==> config.mk <==
export PLATFORM = sky130hd
export DESIGN_NAME = flash_loader
export DESIGN_NICKNAME = d
export VERILOG_FILES = /design/src/rtl/flash_loader.sv
export SDC_FILE = /design/constraint.sdc
export NUM_CORES = 1
export LEC_CHECK = 0
export CORE_ASPECT_RATIO = 0.75
export CORE_UTILIZATION = 60
export CTS_CLUSTER_DIAMETER = 40
export CTS_CLUSTER_SIZE = 40
export DETAILED_ROUTE_END_ITERATION = 6
export GPL_ROUTABILITY_DRIVEN = 0
export PLACE_DENSITY = 0.85
export RECOVER_POWER = 50
export SLEW_MARGIN = 20
export SYNTH_ARGS = -nofsm -noshare
export SYNTH_HDL_FRONTEND = slang
export SYNTH_SLANG_ARGS = --single-unit
==> constraint.sdc <==
create_clock -name clk -period 7.8 [get_ports clk]
set_input_delay 1.17 -clock clk [delete_from_list [all_inputs] [get_ports clk]]
set_output_delay 1.17 -clock clk [all_outputs]
set_load 0.01 [all_outputs]
==> src/rtl/flash_loader.sv <==
// flash_loader: after power-up wait, streams a block of SPI NOR flash into RAM over RAMIO,
// with start/done/error handshake and optional per-word readback verification.
module flash_loader #(
    parameter int unsigned STARTUP_WAIT       = 1_000_000,
    parameter logic [23:0] FLASH_ADDRESS      = 24'h00_0000,
    parameter logic [31:0] RAM_ADDRESS        = 32'h0000_0000,
    parameter logic [31:0] TRANSFER_BYTES_NUM = 32'h0010_0000,
    parameter int unsigned SCK_DIV            = 1,
    parameter bit          FAST_READ          = 0,
    parameter bit          VERIFY             = 0
) (
    input  logic        clk,
    input  logic        rst_n,
    input  logic        start,
    output logic        busy,
    output logic        done,
    output logic        error,
    output logic [31:0] error_address,
    output logic        ramio_enable,
    output logic [1:0]  ramio_write_type,
    output logic [2:0]  ramio_read_type,
    output logic [31:0] ramio_address,
    output logic [31:0] ramio_data_in,
    input  logic [31:0] ramio_data_out,
    input  logic        ramio_data_out_ready,
    input  logic        ramio_busy,
    output logic        flash_clk,
    output logic        flash_mosi,
    output logic        flash_cs,
    input  logic        flash_miso
);
    typedef enum logic [3:0] {
        WAIT_POWER, IDLE, CMD, ADDR, DUMMY, READ, WR_REQ, WR_WAIT, VF_REQ, VF_WAIT, FINISH
    } state_t;
    localparam logic [7:0]  CMD_BYTE = FAST_READ ? 8'h0B : 8'h03;
    localparam logic [29:0] WORDS    = TRANSFER_BYTES_NUM[31:2];
    state_t      state;
    logic [31:0] wait_cnt, addr, div_cnt, rx, word;
    logic [29:0] words_left;
    logic [4:0]  bit_cnt;
    logic [39:0] hdr;
    logic        last_bit;
    // serial bytes arrive MSB first; the first byte lands in the low byte of the RAM word
    assign word = {rx[7:0], rx[15:8], rx[23:16], rx[31:24]};
    always_comb last_bit = bit_cnt == (state == ADDR ? 5'd23 : state == READ ? 5'd31 : 5'd7);
    always_ff @(posedge clk) begin
        if (!rst_n) begin
            state            <= WAIT_POWER;
            wait_cnt         <= '0;
            busy             <= 1'b1;
            done             <= 1'b0;
            error            <= 1'b0;
            error_address    <= '0;
            ramio_enable     <= 1'b0;
            ramio_write_type <= '0;
            ramio_read_type  <= '0;
            ramio_address    <= '0;
            ramio_data_in    <= '0;
            flash_clk        <= 1'b0;
            flash_mosi       <= 1'b0;
            flash_cs         <= 1'b1;
            addr             <= '0;
            words_left       <= '0;
            div_cnt          <= '0;
            bit_cnt          <= '0;
            hdr              <= '0;
            rx               <= '0;
        end else begin
            case (state)
                WAIT_POWER: begin
                    if (wait_cnt == STARTUP_WAIT) begin
                        state <= IDLE;
                        busy  <= 1'b0;
                    end else begin
                        wait_cnt <= wait_cnt + 32'd1;
                    end
                end
                IDLE: begin
                    if (start) begin
                        done       <= 1'b0;
                        error      <= 1'b0;
                        busy       <= 1'b1;
                        flash_cs   <= 1'b0;
                        words_left <= WORDS;
                        addr       <= RAM_ADDRESS;
                        hdr        <= {CMD_BYTE, FLASH_ADDRESS, 8'h00};
                        flash_mosi <= CMD_BYTE[7];
                        div_cnt    <= '0;
                        bit_cnt    <= '0;
                        state      <= CMD;
                    end
                end
                CMD, ADDR, DUMMY, READ: begin
                    // one SPI bit: SCK low for SCK_DIV cycles, then high for SCK_DIV cycles
                    if (div_cnt != SCK_DIV - 1) begin
                        div_cnt <= div_cnt + 32'd1;
                    end else begin
                        div_cnt   <= '0;
                        flash_clk <= !flash_clk;
                        if (!flash_clk) begin
                            if (state == READ) rx <= {rx[30:0], flash_miso};
                        end else begin
                            hdr        <= hdr << 1;
                            flash_mosi <= hdr[38];
                            bit_cnt    <= last_bit ? 5'd0 : bit_cnt + 5'd1;
                            if (last_bit)
                                state <= state == CMD ? ADDR :
                                         state == ADDR ? (FAST_READ ? DUMMY : READ) :
                                         state == DUMMY ? READ : WR_REQ;
                        end
                    end
                end
                WR_REQ: begin
                    if (!ramio_busy) begin
                        ramio_enable     <= 1'b1;
                        ramio_write_type <= 2'b11;
                        ramio_read_type  <= '0;
                        ramio_address    <= addr;
                        ramio_data_in    <= word;
                        state            <= WR_WAIT;
                    end
                end
                WR_WAIT: begin
                    if (!ramio_busy) begin
                        ramio_enable     <= 1'b0;
                        ramio_write_type <= '0;
                        if (VERIFY) begin
                            state <= VF_REQ;
                        end else begin
                            addr       <= addr + 32'd4;
                            words_left <= words_left - 30'd1;
                            state      <= words_left == 30'd1 ? FINISH : READ;
                        end
                    end
                end
                VF_REQ: begin
                    if (!ramio_busy) begin
                        ramio_enable     <= 1'b1;
                        ramio_read_type  <= 3'b011;
                        ramio_write_type <= '0;
                        state            <= VF_WAIT;
                    end
                end
                VF_WAIT: begin
                    if (ramio_data_out_ready) begin
                        ramio_enable    <= 1'b0;
                        ramio_read_type <= '0;
                        if (ramio_data_out != ramio_data_in) begin
                            error         <= 1'b1;
                            error_address <= ramio_address;
                            flash_cs      <= 1'b1;
                            busy          <= 1'b0;
                            state         <= IDLE;
                        end else begin
                            addr       <= addr + 32'd4;
                            words_left <= words_left - 30'd1;
                            state      <= words_left == 30'd1 ? FINISH : READ;
                        end
                    end
                end
                FINISH: begin
                    flash_cs <= 1'b1;
                    done     <= 1'b1;
                    busy     <= 1'b0;
                    state    <= IDLE;
                end
                default: state <= WAIT_POWER;
            endcase
        end
    end
endmodule

==> results of run 1 <==
## power breakdown
| part | internal [mW] | switching (mW) | total (mW) |
|---|---|---|---|
| sequential | 1.50 | 0.116 | 1.61 |
| clock | 0.787 | 0.642 | 1.43 |
| combinational | 0.424 | 0.661 | 1.08 |
| total | 2.71 | 1.42 | 4.13 |
## final timing paths
check | from | depth (start not counted) | end
worst max-delay path | rst_n | 4 | div_cnt[25]
worst min-delay path | hdr[34] | 2 | hdr[34]
worst max register to register | state[1] | 6 | words_left[27]
worst min register to register | hdr[34] | 2 | hdr[34]
## sequential cells by signal, indices dropped and copies added, names as in the netlist, 4 cells and up
| register | cells |
|---|---|
| addr | 30 |
| bit_cnt | 5 |
| div_cnt | 32 |
| error_address | 30 |
| hdr | 7 |
| ramio_address | 30 |
| ramio_data_in | 32 |
| rx | 32 |
| state | 4 |
| wait_cnt | 32 |
| words_left | 30 |
## metal layers
metal / part of all wire, % / GRT usage [%]
met5: 0 / 0
met4: 2.0 / 7.12
met3: 6.5 / 3.70
met2: 45 / 44.2
met1: 46 / 39.2
## critical path: cells and delay by family
family,cells,cell delay [ps]
buffers and inverters,3,4160
AOI/OAI and AO/OA,1,530
## area by class of cell
class | count | area share [%]
Inverter | 20 | 0.527
Sequential cell | 273 | 37.8
Multi-Input combinational cell | 1042 | 42.5
Clock inverter | 24 | 1.93
Tap cell | 253 | 2.19
Clock buffer | 29 | 5.01
Timing Repair Buffer | 149 | 10.1
## cells in the mapped netlist (10+ instances only)
cell	n	area [um^2]
sky130_fd_sc_hd__dfxtp_1	273	5470
sky130_fd_sc_hd__nand2b_1	13	81.3
sky130_fd_sc_hd__nand2_1	199	747
sky130_fd_sc_hd__o21ai_0	26	130
sky130_fd_sc_hd__or4_1	12	90.1
sky130_fd_sc_hd__nor4b_1	10	87.6
sky130_fd_sc_hd__and3_1	18	113
sky130_fd_sc_hd__xor2_1	32	280
sky130_fd_sc_hd__inv_1	20	75.1
sky130_fd_sc_hd__and2_1	12	75.1
sky130_fd_sc_hd__nand4_1	41	257
sky130_fd_sc_hd__nor4_1	33	206
sky130_fd_sc_hd__nand3_1	42	210
sky130_fd_sc_hd__nor3_1	28	140
sky130_fd_sc_hd__mux2i_1	72	721
sky130_fd_sc_hd__clkbuf_1	60	225
sky130_fd_sc_hd__or3_1	17	106
sky130_fd_sc_hd__buf_2	13	65.1
sky130_fd_sc_hd__a21oi_1	109	546
sky130_fd_sc_hd__nor2_1	190	713
sky130_fd_sc_hd__xnor2_1	85	744
## cell families after synthesis
family                     count (synthesis)
AOI/OAI and AO/OA                        180
xor gates and xnor gates                 117
adders and majority gates                  8
buffers and inverters                    101
DFF                                      273
muxes                                     73
other                                      1
and+or+nand+nor                          659
## per-stage QoR
stage,utilization [%],instances,area (um^2),worst slack [ps]
global route,74.3,1790,14500,2040
floorplan,-,1416,12000,4730
detailed placement,69.1,1737,13500,3200
CTS,74.3,1790,14500,3750
global placement,69.1,1737,13500,3340
finish,74.3,1790,14500,2340
==> results summary, run 1 <==
The run finished, with violations left. The final reports fail on DRC, capacitance limit, slew limit. The die covers 20,600 um^2.

The setup fix buffers added after clock tree synthesis is 0. The total global routing track utilization came out at 27.7%. In this run, CTS created clock tree buffers numbering 29.

CTS placed an instance of sky130_fd_sc_hd__clkbuf_16 at the clock tree root. The per-cell routed wire length is 16.0 um. The count of fill cells added during filler insertion is 1,411.

The top cell types in the final layout, fill and taps aside, are 273 x sky130_fd_sc_hd__dfxtp_1, 197 x sky130_fd_sc_hd__nand2_1, 190 x sky130_fd_sc_hd__nor2_1, 108 x sky130_fd_sc_hd__a21oi_1, 104 x sky130_fd_sc_hd__dlygate4sd3_1. The die is about 170 um wide. The DRC violation count after routing came out at 26. Of the total synthesized cell area, the portion taken by full adders, half adders and majority gates is 0.834%.

The sequential area share after synthesis is between 40% and 50%. The worst register-to-register path has a setup slack of 4100 ps. Summed over all nets, the half-perimeter wirelength after detailed placement is 19,000 um. The first detailed-routing pass ran for 7 iterations. The row count is 44. In this run, distinct cell masters in the synthesized netlist total 64.

The final routed wirelength across all metal layers is ~29,000 um. The floorplan core area is between 15,000 and 20,000 um^2. Walking the worst path, the cells encountered are dlygate4sd3_1, clkinvlp_2, clkbuf_1, a311oi_1.

The share of synthesized flip-flops with an asynchronous set or reset came out at 0%. The number of hold buffers added after cts came out at 0. Relative to the synthesized area, the layout overhead comes to 20.7%. The antenna diode instance count is 0. The kind of end point of the critical path is a flip-flop. A synthesized cell averages 8.50 um^2. Entering global routing, the biggest net connects 74 pins. Across the whole layout, storage elements account for 5470 um^2.

The total number of vias is between 10,000 and 15,000. After global routing the overflow that remains totals 0. The worst-case hold slack is 455 ps. The net count reported at finish came out at about 1,600. The count of cells resized by post-cts repair came out at 0. The ratio of routed vias to standard cells is 5.84.

TritonCTS built the clock tree. Headroom to the max-slew limit came out at -55.8%. The simple-gate share of the synthesized area came out at 26.8%. Setup repair after global routing left no endpoint under its margin.

STA puts the critical path data required time at ~8200 ps. The number of routed nets with antenna violations came out at 0. From bottom edge to top edge, the die measures between 100 and 150 um. The number of global-route vias before repair was 9,725. The final-report setup violation count is 0. On the final layout, the worst clock skew is 10.6 ps. For the worst-skew pair, the clock arrives at the later sink with an insertion delay of 540 ps. The number of antenna violations at the first check in global routing came out at 0.

The power density normalized to cell area is 285 nW/um^2. The ratio of final minimum period to clock period came out at 70.0%. The post-synthesis share of cell area spent on xor and xnor gates came out at 8.54%. The cell area that synthesis handed to floorplanning was 12,000 um^2. The detailed router finished its first iteration with 709 violations.

On the critical path, the stage with the largest delay is an instance of sky130_fd_sc_hd__clkinvlp_2. The startpoint kind of the worst setup timing path is an input pin. The tightest min-delay check is of the reg -> reg type. After synthesis, the largest family of logic cells by area is simple AND/OR/NAND/NOR gates. After routing, the total negative slack on setup checks comes to 0 ps.

In the synthesized netlist, the number of instances is ~1,400. The clock-pin transition on the worst setup and hold timing paths came out at 70 ps. The multiplexer area fraction after synthesis is 6.10%. In this run the static leakage power is between 5 and 6 nW. On the worst path, the slowest cell contributes a delay of ~1800 ps. The flip-flop and latch count after synthesis came out at 273.

The maximum fanout along the worst path is 55. The routed design could run at a clock period as short as 5460 ps. The number of flops mapped to enable cells by yosys came out at 0. The transition time of the tightest slew-check pin is 2340 ps. The number of clock sinks seen by CTS is 273. The number of port buffers came out at 140. The worst supply voltage drop on vdd is between 0.2 and 0.25 mV. The H-tree depth reported by CTS came out at 1. The wire length of the first global-routing pass came out at roughly 47,000 um. The number of warnings reported in the yosys synthesis log is 0. Leaving out fill and tap cells, the most frequent cell in the layout is sky130_fd_sc_hd__dfxtp_1. The I/O pin total came out at 146. Summing internal, switching and leakage power gives 4.13 mW. The setup path with the least slack is of type in -> reg.

Summing all multi-input logic gate instances after layout gives 6150 um^2. Timing would allow up to 183 MHz. The synthesized netlist devotes 8.63% of its cell area to compound gates. The number of slew-limit violations in the final report came to 107. Data arrives at the worst endpoint at 5880 ps. Cells with a size suffix above 1 make up 5.79% of the layout. The reported max-cap violation count came out at 2.

The final-report hold violation count came to 0. Once the floorplan was initialized, standard cells occupied 61.6% of the core. The flip-flop cell with the highest count after synthesis is sky130_fd_sc_hd__dfxtp_1. In this run the deepest clock path goes through 3 buffers.
(Power assumes the default switching activity.)
==> run 2, diff against run 1 <==
--- a/config.mk
+++ b/config.mk
@@ -6,12 +6,12 @@
 export NUM_CORES = 1
 export LEC_CHECK = 0
 export CORE_ASPECT_RATIO = 0.75
-export CORE_UTILIZATION = 60
+export CORE_UTILIZATION = 50
 export CTS_CLUSTER_DIAMETER = 40
 export CTS_CLUSTER_SIZE = 40
 export DETAILED_ROUTE_END_ITERATION = 6
 export GPL_ROUTABILITY_DRIVEN = 0
-export PLACE_DENSITY = 0.85
+export PLACE_DENSITY = 0.76
 export RECOVER_POWER = 50
 export SLEW_MARGIN = 20
 export SYNTH_ARGS = -nofsm -noshare
==> constraint.sdc (replaced) <==
create_clock -name clk -period 4.75 [get_ports clk]
set_input_delay 0.7125 -clock clk [delete_from_list [all_inputs] [get_ports clk]]
set_output_delay 0.7125 -clock clk [all_outputs]
set_load 0.01 [all_outputs]
==> results summary, run 2 (synthesis gave the netlist of run 1 again) <==
The flow ran to the end, and the final reports show no timing, DRC or antenna violations. The final-report hold violation count is 0. The shortest period the worst path allows is 3830 ps. The instance area at placement came out at between 10,000 and 15,000 um^2.

The number of global-route vias before repair came out at 9,224. The final instance area is 14,600 um^2. 0 antenna diodes ended up in the layout. The data arrival time at the worst-slack endpoint is 4280 ps. Registers are responsible for about two fifths of the overall power. The worst-case clock skew came out at 17.4 ps. The analysis attributes to cell leakage a power of 5.45 nW. The library cells used most frequently in the layout, excluding fill and tap cells, are 273 x sky130_fd_sc_hd__dfxtp_1, 197 x sky130_fd_sc_hd__nand2_1, 190 x sky130_fd_sc_hd__nor2_1, 108 x sky130_fd_sc_hd__a21oi_1, 103 x sky130_fd_sc_hd__dlygate4sd3_1. The I/O pin total came out at 146. The count of cells resized by post-cts repair is 0.

The residual overflow from global routing is 0. The number of port buffers is between 100 and 150. The library cell used most frequently in the layout, excluding fill and tap cells, is sky130_fd_sc_hd__dfxtp_1.

In this run the remaining antenna-violating nets after routing total 0. In this run the critical register-to-register path is captured at div_cnt[15]. Setup violations remaining at the end of the flow were counted as 0. The number of slew-limit violations in the final report came out at 0. The ratio of final minimum period to clock period came out at about 81%. The fraction of layout cells with a size suffix above 1 came out at 5.83%. Setup repair after global routing left no endpoint under its margin. The maximum fanout along the worst path came out at 20. The reported max-cap violation count came out at 0. Hold repair after CTS inserted 0 buffers. The transition time of the tightest slew-check pin came out at 1440 ps. The row count is 48.

The relative contribution of the clock network to total power came out at 35.2%. The worst slew margin relative to its limit came out at 2.62%. The ratio of routed vias to standard cells came out at between 5 and 6. The region available for standard cell placement spans 23,300 um^2. For the worst flop-to-flop path, the logic depth is 7. Entering global routing, the biggest net connects 66 pins.

The clock-pin transition on the worst setup and hold timing paths is ~60 ps. The highest clock frequency the design can meet is about 260 MHz. The total number of vias came out at 10,300.

The detailed router's first-iteration violation count came out at 772. The internal reg-to-reg setup slack came out at 920 ps. The DRC violation count after routing is 0. In the final routed layout, each cell accounts on average for 15.5 um. The count of fill cells added during filler insertion came out at around 2,000. The die width came out at ~180 um. The clock buffer count from CTS came out at 30. The first global-routing pass estimated 46,400 um of wire. The vertical die dimension came out at 136 um. The launch point of the worst reg-to-reg path is state[0]. The total power consumption of the routed design is just under 7 mW. After clock tree synthesis, the setup repair step added 0 buffers.

The worst supply voltage drop on vdd is 0.432 mV. The summed negative setup slack over all endpoints came out at 0 ps. In this run the number of H-tree levels came out at 1. The power density normalized to cell area is 473 nW/um^2. The area added between synthesis and finish came out at 21.9%. The critical path is of the reg -> reg type. STA puts the critical path data required time at 5200 ps.

TritonCTS built the clock tree. The worst hold path begins at hdr[35]. The combinational share of power is 26.6%. The kind of end point of the critical path is a flip-flop. Net switching is 34.6% of the power. The reported net switching power came out at about 2.4 mW. Along the worst hold path, the cell count comes to 2. STA classifies the critical path startpoint as a flip-flop.

The number of clock sinks seen by CTS came out at 273. The maximum clock insertion buffer count came out at 3. The starting utilization of the core area is 51.5%. The first TritonRoute pass finished after 6 iterations. The source-to-sink clock delay at the later pin of the worst-skew pair is roughly 550 ps. The clock tree root buffer cell is sky130_fd_sc_hd__clkbuf_16. For this run, the total global-route usage over all layers was measured as 22.6%.

The internal power of the cells is between 4 and 5 mW. The worst-case hold slack is around 460 ps. The final routed wirelength across all metal layers came out at between 20,000 and 30,000 um.

The die covers 24,600 um^2. The wire-length estimate of the detail-placed layout is 19,200 um. The tightest min-delay check is of the reg -> reg type.

The number of antenna violations at the first check in global routing is 0. For hold timing, the worst endpoint is hdr[35]. The net count reported at finish came out at 1,566.
[run 2: changes by cell type in the layout (fill, tap and decap cells not counted), sizes merged]
cell and delta:
clkinv +4, dlygate4sd3 -1, inv -5, clkdlybuf4s50 +1
buf +4, clkbuf +4
[run 2: critical path, stage by stage, from the launching register on]
cell and delay, ps:
sky130_fd_sc_hd__dfxtp_1 720, sky130_fd_sc_hd__nor4b_1 1210, sky130_fd_sc_hd__o2bb2ai_1 210, sky130_fd_sc_hd__clkbuf_1 450, sky130_fd_sc_hd__and4_1 500, sky130_fd_sc_hd__nand2_1 170, sky130_fd_sc_hd__or3_1 320, sky130_fd_sc_hd__a21oi_1 140
[run 2: area by class of cell]
class,count,area (um^2),share of cell area [%]
clock buffers,33,783,5.36
well taps,300,375,2.57
inverters,20,77.6,0.531
repair buffers,153,1500,10.2
multi-input cells,1042,6140,42.0
flip-flops and latches,273,5470,37.4
clock inverters,23,287,1.96
[run 2: metrics by stage]
stage	utilization (%)	worst slack [ps]	cells
after CTS	62.8	1380	1844
after global routing	62.7	619	1844
after detailed placement	58.2	821	1788
after floorplan	-	2140	1416
final	62.7	919	1844
after global placement	58.2	883	1788
[run 2: per-layer routing]
metal	vias to the layer above	wire, um	GRT usage [%]	share of wire, %
met4	0	572	5.51	2.0
met2	306	12800	35.6	45
li1	5100	-	-	-
met3	42	1810	4.82	6.3
met1	4875	13500	31.5	47
met5	-	0	0	0
[run 2: worst max-delay path by stage]
stage / endpoint / slack [ps] / depth (start not counted) / startpoint
floorplan: words_left[23] / 2140 / 9 / ramio_data_out[13]
global placement: words_left[16] / 880 / 9 / ramio_data_out[12]
detailed placement: words_left[16] / 820 / 9 / ramio_data_out[15]
CTS: words_left[16] / 1380 / 9 / ramio_data_out[15]
global route: div_cnt[15] / 620 / 7 / state[0]
finish: div_cnt[15] / 920 / 7 / state[0]
[run 2: power groups by stage]
stage | Clock (mW) | Sequential (mW) | Combinational [mW]
CTS | 2.48 | 2.64 | 1.82
global placement | 0 | 2.68 | 1.74
global route | 2.58 | 2.67 | 2.00
floorplan | 0 | 2.63 | 1.41
finish | 2.43 | 2.64 | 1.84
detailed placement | 0 | 2.68 | 1.77
==> run 3, diff against run 2 <==
==> constraint.sdc (replaced) <==
create_clock -name clk -period 3.1 [get_ports clk]
set_input_delay 0.465 -clock clk [delete_from_list [all_inputs] [get_ports clk]]
set_output_delay 0.465 -clock clk [all_outputs]
set_load 0.01 [all_outputs]
==> results summary, run 3 (synthesis gave the netlist of run 1 again) <==
The worst-case hold slack came out at between 400 and 500 ps. The routed length on met2 came out at 13,000 um. In this run the tool buffered the top-level ports with between 100 and 150 buffer cells.

The leading cell type in the layout, fill and taps excluded is sky130_fd_sc_hd__dfxtp_1. In this run the most critical hold path is launched from hdr[34]. Using the TritonRoute via totals, the vias-per-cell ratio works out to 5.58. The summed negative setup slack over all endpoints came out at 0 ps. The count of cells resized by post-cts repair is 0. After the last flow step, the layout net total stands at 1,598. After detailed routing, the total wire length is 29,400 um. For the worst-skew pair, the clock arrives at the later sink with an insertion delay of 520 ps. The first global-routing pass estimated 47,900 um of wire.

In this run the worst path has a maximum fanout of 11. Setup repair after global routing left no endpoint under its margin. The per-cell routed wire length came out at 15.6 um.

In this run the power density over the cells is 726 nW/um^2. The reported max-cap violation count is 0. The I/O pin total came out at 146. In this run the worst hold path is classified as reg -> reg.

The floorplan core area is 23,300 um^2. For the worst setup path, the data arrival time is 3310 ps. The clock buffer count from CTS came out at 34. The number of antenna violations at the first check in global routing is 0. The detailed router's first-iteration violation count came out at 589. The DRC violation count after routing came out at 0. The number of global-route vias before repair is 9,680. The vertical die dimension came out at 136 um. The H-tree depth reported by CTS came out at 2. The transition time of the tightest slew-check pin is 1300 ps. Data on the critical path is required at its endpoint by 3470 ps.

The antenna diode instance count came out at 0. The analysis attributes to cell leakage a power of approximately 5.6 nW. In this run the core area contains 48 standard-cell rows. The type of the worst setup path is reg -> reg. The final-report hold violation count is 0. The number of routed nets with antenna violations is 0. The initial utilization of the core area, before any placement, comes to 51.5%. TritonCTS built the clock tree. The total power consumption of the routed design came out at 10.9 mW. In this run the horizontal extent of the chip is 181 um. The residual overflow from global routing came out at 0. The top layer used by detailed routing is met4. The final critical path takes up 94.7% of the cycle. IR analysis of the VDD net gives a maximum drop of just under 0.6 mV. The clock period could shrink to 2940 ps.

The routed design uses ~1600 um of met3 wire. The clock-pin transition on the worst setup and hold timing paths came out at 60 ps. Global routing consumed, over all layers together, 23.6% of the routing resources. The highest clock frequency the design can meet came out at between 300 and 400 MHz. STA classifies the critical path startpoint as a flip-flop. The worst-case clock skew came out at 32.8 ps. Entering global routing, the biggest net connects 91 pins.

The final-report setup violation count is 0. The maximum clock insertion buffer count came out at 3. The number of slew-limit violations in the final report came to 0. The tree is rooted in a sky130_fd_sc_hd__clkbuf_16. The overall die area is 24,600 um^2. The fraction of layout cells with a size suffix above 1 is under 10%. The startpoint of the most critical setup path is div_cnt[0]. The met1 wire length came out at 14,100 um.

The length of the first detailed-routing pass in iterations is 5. Summing over every cut layer, the via total after detailed routing is between 10,000 and 15,000. The wire-length estimate of the detail-placed layout is about 20,000 um. In the layout the commonest cells are 273 x sky130_fd_sc_hd__dfxtp_1, 197 x sky130_fd_sc_hd__nand2_1, 190 x sky130_fd_sc_hd__nor2_1, 108 x sky130_fd_sc_hd__a21oi_1, 103 x sky130_fd_sc_hd__dlygate4sd3_1. The area added between synthesis and finish came out at 24.6%.

The worst setup path is captured at a flip-flop. The number of hold buffers added after cts came out at 0. The flow ran to the end, and the final reports show no timing, DRC or antenna violations. The setup fix buffers added after clock tree synthesis is 0.

The startpoint identified for the worst register-to-register timing path is div_cnt[0]. The worst slew margin relative to its limit is 13.2%. The number of clock sinks seen by CTS came out at ~270.
==> run 3: worst paths after layout <==
check / cells past startpoint / slack, ps / to
setup / recovery: 8 / 160 / hdr[32]
hold / removal: 2 / 450 / hdr[34]
setup reg to reg: 8 / 160 / hdr[32]
hold reg to reg: 2 / 450 / hdr[34]
==> run 3: cell type report <==
| cell class | instances | area [um^2] |
|---|---|---|
| Clock buffer | 41 | 938 |
| Clock inverter | 19 | 219 |
| Timing Repair Buffer | 181 | 1730 |
| Inverter | 20 | 77.6 |
| Multi-Input combinational cell | 1042 | 6140 |
| Fill cell | 1969 | 8350 |
| Tap cell | 300 | 375 |
| Sequential cell | 273 | 5470 |
==> run 3: power by group <==
part           internal (mW)  switching, mW  total [mW]
sequential              3.77          0.296        4.06
clock                   2.32           1.63        3.94
combinational           1.14           1.72        2.86
total                   7.22           3.64        10.9
==> run 3: metrics by stage <==
step           instance area, um^2  setup WS (ps)  std cells  util, %
4_1_cts                      15000            279       1876     64.3
5_1_grt                      15000           4.75       1876     64.2
6_report                     15000            164       1876     64.2
3_5_place_dp                 13800            124       1816     59.3
2_1_floorplan                12000            635       1416        -
3_3_place_gp                 13800            186       1816     59.3
==> run 3: critical path, cell delays in order, from the launching register on <==
cell and delay [ps]:
sky130_fd_sc_hd__dfxtp_1 340, sky130_fd_sc_hd__inv_1 110, sky130_fd_sc_hd__ha_1 160, sky130_fd_sc_hd__nor4b_1 370, sky130_fd_sc_hd__nand4_1 410, sky130_fd_sc_hd__nor3_1 550, sky130_fd_sc_hd__o21bai_1 390, sky130_fd_sc_hd__o21ai_0 390
sky130_fd_sc_hd__nor2_1 90
==> run 3: routing by layer <==
layer | track usage [%] | vias up
li1 | - | 5167
met4 | 7.69 | 0
met1 | 33.5 | 4948
met5 | 0 | -
met2 | 36.5 | 293
met3 | 4.10 | 56
==> RTL edit 1 (config.mk and constraints of run 3) <==
Compare `wait_cnt` against `STARTUP_WAIT` with >= in place of ==.
--- a/src/rtl/flash_loader.sv
+++ b/src/rtl/flash_loader.sv
@@ -68,7 +68,7 @@
         end else begin
             case (state)
                 WAIT_POWER: begin
-                    if (wait_cnt == STARTUP_WAIT) begin
+                    if (wait_cnt >= STARTUP_WAIT) begin
                         state <= IDLE;
                         busy  <= 1'b0;
                     end else begin
Formal check against the unedited RTL: no difference found for any inputs over 4 cycles, from zero or initial values and one cycle with rst_n low; that may be too few to reach the edited logic, so the function may still have changed.
==> RTL edit 1 against run 3 <==
Hold slack worse by 9.0 ps; count of clock-buffer cells in the layout is 4 lower; area after synthesis is 4.7% higher; global-route usage is 1.5 points higher; sequential share of layout area is 1.2 points lower; routed wire length is 11% higher; via count is 9.2% higher; worst setup slack better by 270 ps; clock skew is 12 ps higher; design area is 3.5% higher; first-iteration DRC count is 56% higher; sequential cell count stayed put.
Power is not compared: it rests on default switching activity, and its combinational part moved more than twofold at a synthesized area within 25%.
==> RTL edit 1: results (changes against run 3) <==
- Status: finished, final reports clean
- Yosys cell types: 81 (+27%)
- Syn Inst Count: 1,504 (+6.5%)
- Placed cells: 1,911 (+5.2%)
- Share of post-route cells with drive strength above 1: 8.52% (+0.78 points)
- Router iterations before antenna repair: 6 (+1)
- Met3 Use GR: 4.84% (+0.74 points)
- Post-synthesis mux area share: 4.32% (-1.8 points)
- Initial antenna violation count: 1 (+1)
- Synth Area in Adders: 0.797% (-0.038 points)
- Placed Area: 0.0143 mm2 (+3.8%)
- Met3 wire length: 2.30 mm (+40%)
- Vias in the first global route: 10,400 (+7.9%)
- Routed len/inst: 16.4 um (+5.1%)
- Tcrit/Tclk final: 86.0% (-8.7 points)
- Nets: 1,663 (+4.1%)
- Grt met1 use: 37.1% (+3.6 points)
- Vias per std cell: 5.78 (+3.7%)
- First-pass GRT wire length: 53.0 mm (+11%)
- Synth top cells by count: dfxtp_1 (273), nand2_1 (250), a21oi_1 (139), nor2_1 (123), nand3_1 (81)
- Post-synthesis xor/xnor area fraction: 4.74% (-3.8 points)
- R2r startpoint: state[3]
- R2R Setup Slk: 430 ps (+270 ps)
- Met2 global-route usage: 37.5% (+1.0 points)
- Pin count of the biggest net entering global routing: 171 (+88%)
- Routed WL: 32.5 mm (+11%)
- Part of the Yosys area used for sequential elements: 43.5% (-2.1 points)
- Wire length on met2: 14.2 mm (+9.2%)
RTL edit 1: cell types whose count changed in the layout (fill, tap and decap cells not counted), sizes merged, moves of 20 or more:
cell | run 3 | this run
nor2 | 190 | 123
xnor2 | 85 | 19
nand2 | 199 | 250
nand3 | 43 | 81
a21oi | 109 | 140
mux2i | 72 | 52
RTL edit 1: power by group through the flow:
| stage | Combinational [mW] | Sequential (mW) | Clock [mW] |
|---|---|---|---|
| finish | 0.194 | 3.51 | 4.11 |
| floorplan | 0.108 | 3.59 | 0 |
| detailed placement | 0.195 | 3.59 | 0 |
| global placement | 0.191 | 3.59 | 0 |
| CTS | 0.195 | 3.51 | 4.15 |
| global route | 0.210 | 3.51 | 4.32 |
RTL edit 1: critical path: stages (launching register included):
cell	delay, ps
dfxtp_1	430
buf_4	230
and4bb_1	380
and2_2	210
clkbuf_2	930
nand2_1	140
a21oi_1	210
RTL edit 1: layout make-up:
cell class                 count  area [um2]
inverter                      22        85.1
antenna                        1        2.50
clock buffer                  37         905
clock inverter                26         287
multi-input combinational   1106        6540
fill                        2024        8860
sequential                   273        5470
tap                          331         414
timing repair buffer         179        1780
RTL edit 1: worst min-delay path by stage:
| stage | from | end | slack [ps] | depth (start not counted) |
|---|---|---|---|---|
| 4_1_cts | error | error | 450 | 2 |
| 3_3_place_gp | wait_cnt[30] | wait_cnt[30] | 430 | 1 |
| 6_report | error | error | 440 | 2 |
| 5_1_grt | error | error | 470 | 2 |
| 3_5_place_dp | wait_cnt[30] | wait_cnt[30] | 440 | 1 |
| 2_1_floorplan | wait_cnt[30] | wait_cnt[30] | 420 | 1 |
==> RTL edit 2 (settings of run 3) <==
Without the edit above. The parameter `VERIFY` goes from 0 to 1.
--- a/src/rtl/flash_loader.sv
+++ b/src/rtl/flash_loader.sv
@@ -7,7 +7,7 @@
     parameter logic [31:0] TRANSFER_BYTES_NUM = 32'h0010_0000,
     parameter int unsigned SCK_DIV            = 1,
     parameter bit          FAST_READ          = 0,
-    parameter bit          VERIFY             = 0
+    parameter bit          VERIFY             = 1
 ) (
     input  logic        clk,
     input  logic        rst_n,
Function: not settled (the Yosys comparison gave no result); the edit may change what the design does.
==> RTL edit 2 against run 3 <==
The flow now finishes with violations (capacitance limit); sequential power is 6.7% lower; design area rose by 2.8%; sequential share of layout area down 0.99 points; routed wire length grew 7.8%; power is 10% lower; worst setup slack better by 240 ps; hold slack about the same; sequential cell count unchanged; clock skew down 5.5 ps; critical path depth decreased by 2; area after synthesis grew 3.6%; die area rose by 3.6%; maximum frequency up 9.0%; critical path type unchanged; largest cell class unchanged; highest routed layer unchanged.
==> RTL edit 2: results (changes against run 3) <==
- Part of the Yosys area used for sequential elements: 44.0% (-1.6 points)
- R2r startpoint: state[0]
- Placed cells: 1,941 (+6.9%)
- Post-synthesis xor/xnor area fraction: 5.71% (-2.8 points)
- Cts repair resizes: 0 (unchanged)
- Complex-gate fraction of the synthesized area: 9.55% (+0.92 points)
- Synth top cells by count: nand2_1 (304), dfxtp_1 (273), a21oi_1 (140), nor2_1 (126), clkbuf_1 (87)
- Syn Inst Count: 1,537 (+8.9%)
- Pin count of the biggest net entering global routing: 56 (-38%)
- Crit-path max FO: 33 (+22)
- Sink of the worst hold path: flash_mosi
- Static leakage: 6.08 nW (+7.9%)
- Final setup skew: 27.3 ps (-5.49 ps)
- Post-synthesis mux area share: 6.37% (+0.27 points)
- Hold Path Depth: 2 (unchanged)
- Critical path arrival: 3130 ps (-180 ps)
- Failing checks: capacitance limit
- Placed Area: 0.0142 mm2 (+2.7%)
- Top post-synthesis cells by area: dfxtp_1 (44%), nand2_1 (9.2%), mux2i_1 (6.3%)
- Top FF cell, synth: dfxtp_1
- Max IR drop VDD: 0.351 mV (-39%)
- Worst r2r path cells: 6 (-2)
- Routed WL: 31.6 mm (+7.8%)
- Initial antenna violation count: 0 (unchanged)
- Max Cap Viol: 1 (+1)
- Capturing point of the worst reg2reg path: ramio_data_in[27]
- R2R Setup Slk: 410 ps (+240 ps)
- Least-Margin Pin Slew: 1490 ps (+190 ps)
- ANT cells: 0 (unchanged)
- First-pass GRT wire length: 52.0 mm (+8.5%)
- Nets: 1,692 (+5.9%)
- Synth Area in Adders: 0.805% (-0.029 points)
- Hpwl dp: 20.8 mm (+3.0%)
- Yosys cell types: 62 (-3.1%)
- Initial DRC Count: 1,000 (+70%)
- CTS root buffer: clkbuf_16
- Vias: 11,400 (+8.5%)
- Max Root-Sink Buffers: 3 (unchanged)
- Worst hold path startpoint: flash_mosi
- Final Non-Filler Cells: 2,002 (+6.7%)
- Share of post-route cells with drive strength above 1: 6.34% (-1.4 points)
- IO Port Bufs: 140 (unchanged)
- Total track usage: 24.5% (+0.86 points)
- Router iterations before antenna repair: 5 (unchanged)
- # Post-CTS Setup Buffers: 0 (unchanged)
- Yosys warns: 0 (unchanged)
- Clk slew on worst S/H paths: about 70 ps
- Status: complete, but fails checks
==> RTL edit 2: cell count changes in the layout (fill, tap and decap cells not counted), sizes merged, moves of 6 or more <==
cell    before  now
mux2i       72   78
nand2      199  304
or3         18   66
xnor2       85   28
nor2       190  126
nor3        31   49
nand4       41   48
nand2b      13    5
nand3       43   50
xor2        32   53
a21oi      109  140
buf         37   30
==> RTL edit 2: worst max-delay path, cell delays in order (launching register included) <==
cell	delay, ps
dfxtp_1	480
nor2_1	290
nand3_1	130
nor2_1	200
clkbuf_1	1120
nand2_1	200
a21oi_1	190
==> RTL edit 2: how the worst max path moves through the flow <==
stage / start / to / slack, ps / cells past startpoint
after floorplan: words_left[2] / words_left[16] / 720 / 6
after global placement: ramio_data_out[1] / words_left[16] / 290 / 8
after detailed placement: start / addr[26] / 240 / 7
after CTS: wait_cnt[0] / state[3] / 500 / 8
after global routing: state[0] / ramio_data_in[27] / 200 / 6
final: state[0] / ramio_data_in[27] / 410 / 6
==> RTL edit 2: cell families after synthesis <==
kind of cell	count (synthesis)
AOI/OAI and AO/OA	210
xor gates and xnor gates	81
adders and majority gates	8
buffers and inverters	127
DFF	273
muxes	79
other	1
and+or+nand+nor	758
==> RTL edit 2: layout make-up <==
type / count / area (um2)
Multi-Input combinational cell: 1141 / 6470
Fill cell: 2072 / 8850
Inverter: 22 / 87.6
Clock buffer: 39 / 911
Clock inverter: 22 / 289
Timing Repair Buffer: 174 / 1730
Tap cell: 331 / 414
Sequential cell: 273 / 5470
==> RTL edit 2: stage by stage <==
step | hold WS (ps) | worst slack [ps]
finish | 452 | 406
global route | 482 | 197
CTS | 452 | 500
detailed placement | 444 | 242
global placement | 441 | 293
floorplan | 432 | 722
==> RTL edit 2: layer usage <==
layer / routed length (um) / GRT usage [%] / part of all wire, % / vias to the layer above
met5: 0 / 0 / 0 / -
met4: 835 / 10.0 / 2.6 / 0
met3: 2040 / 4.33 / 6.4 / 57
met2: 14100 / 37.6 / 45 / 395
met1: 14600 / 34.0 / 46 / 5341
li1: - / - / - / 5563
==> RTL edit 2: report_power, final <==
part | leakage [nW] | internal, mW | total (mW) | switching [mW]
Clock | 0.587 | 2.45 | 4.11 | 1.66
Combinational | 3.29 | 0.735 | 1.84 | 1.10
Sequential | 2.20 | 3.64 | 3.79 | 0.146
Total | 6.08 | 6.82 | 9.73 | 2.91
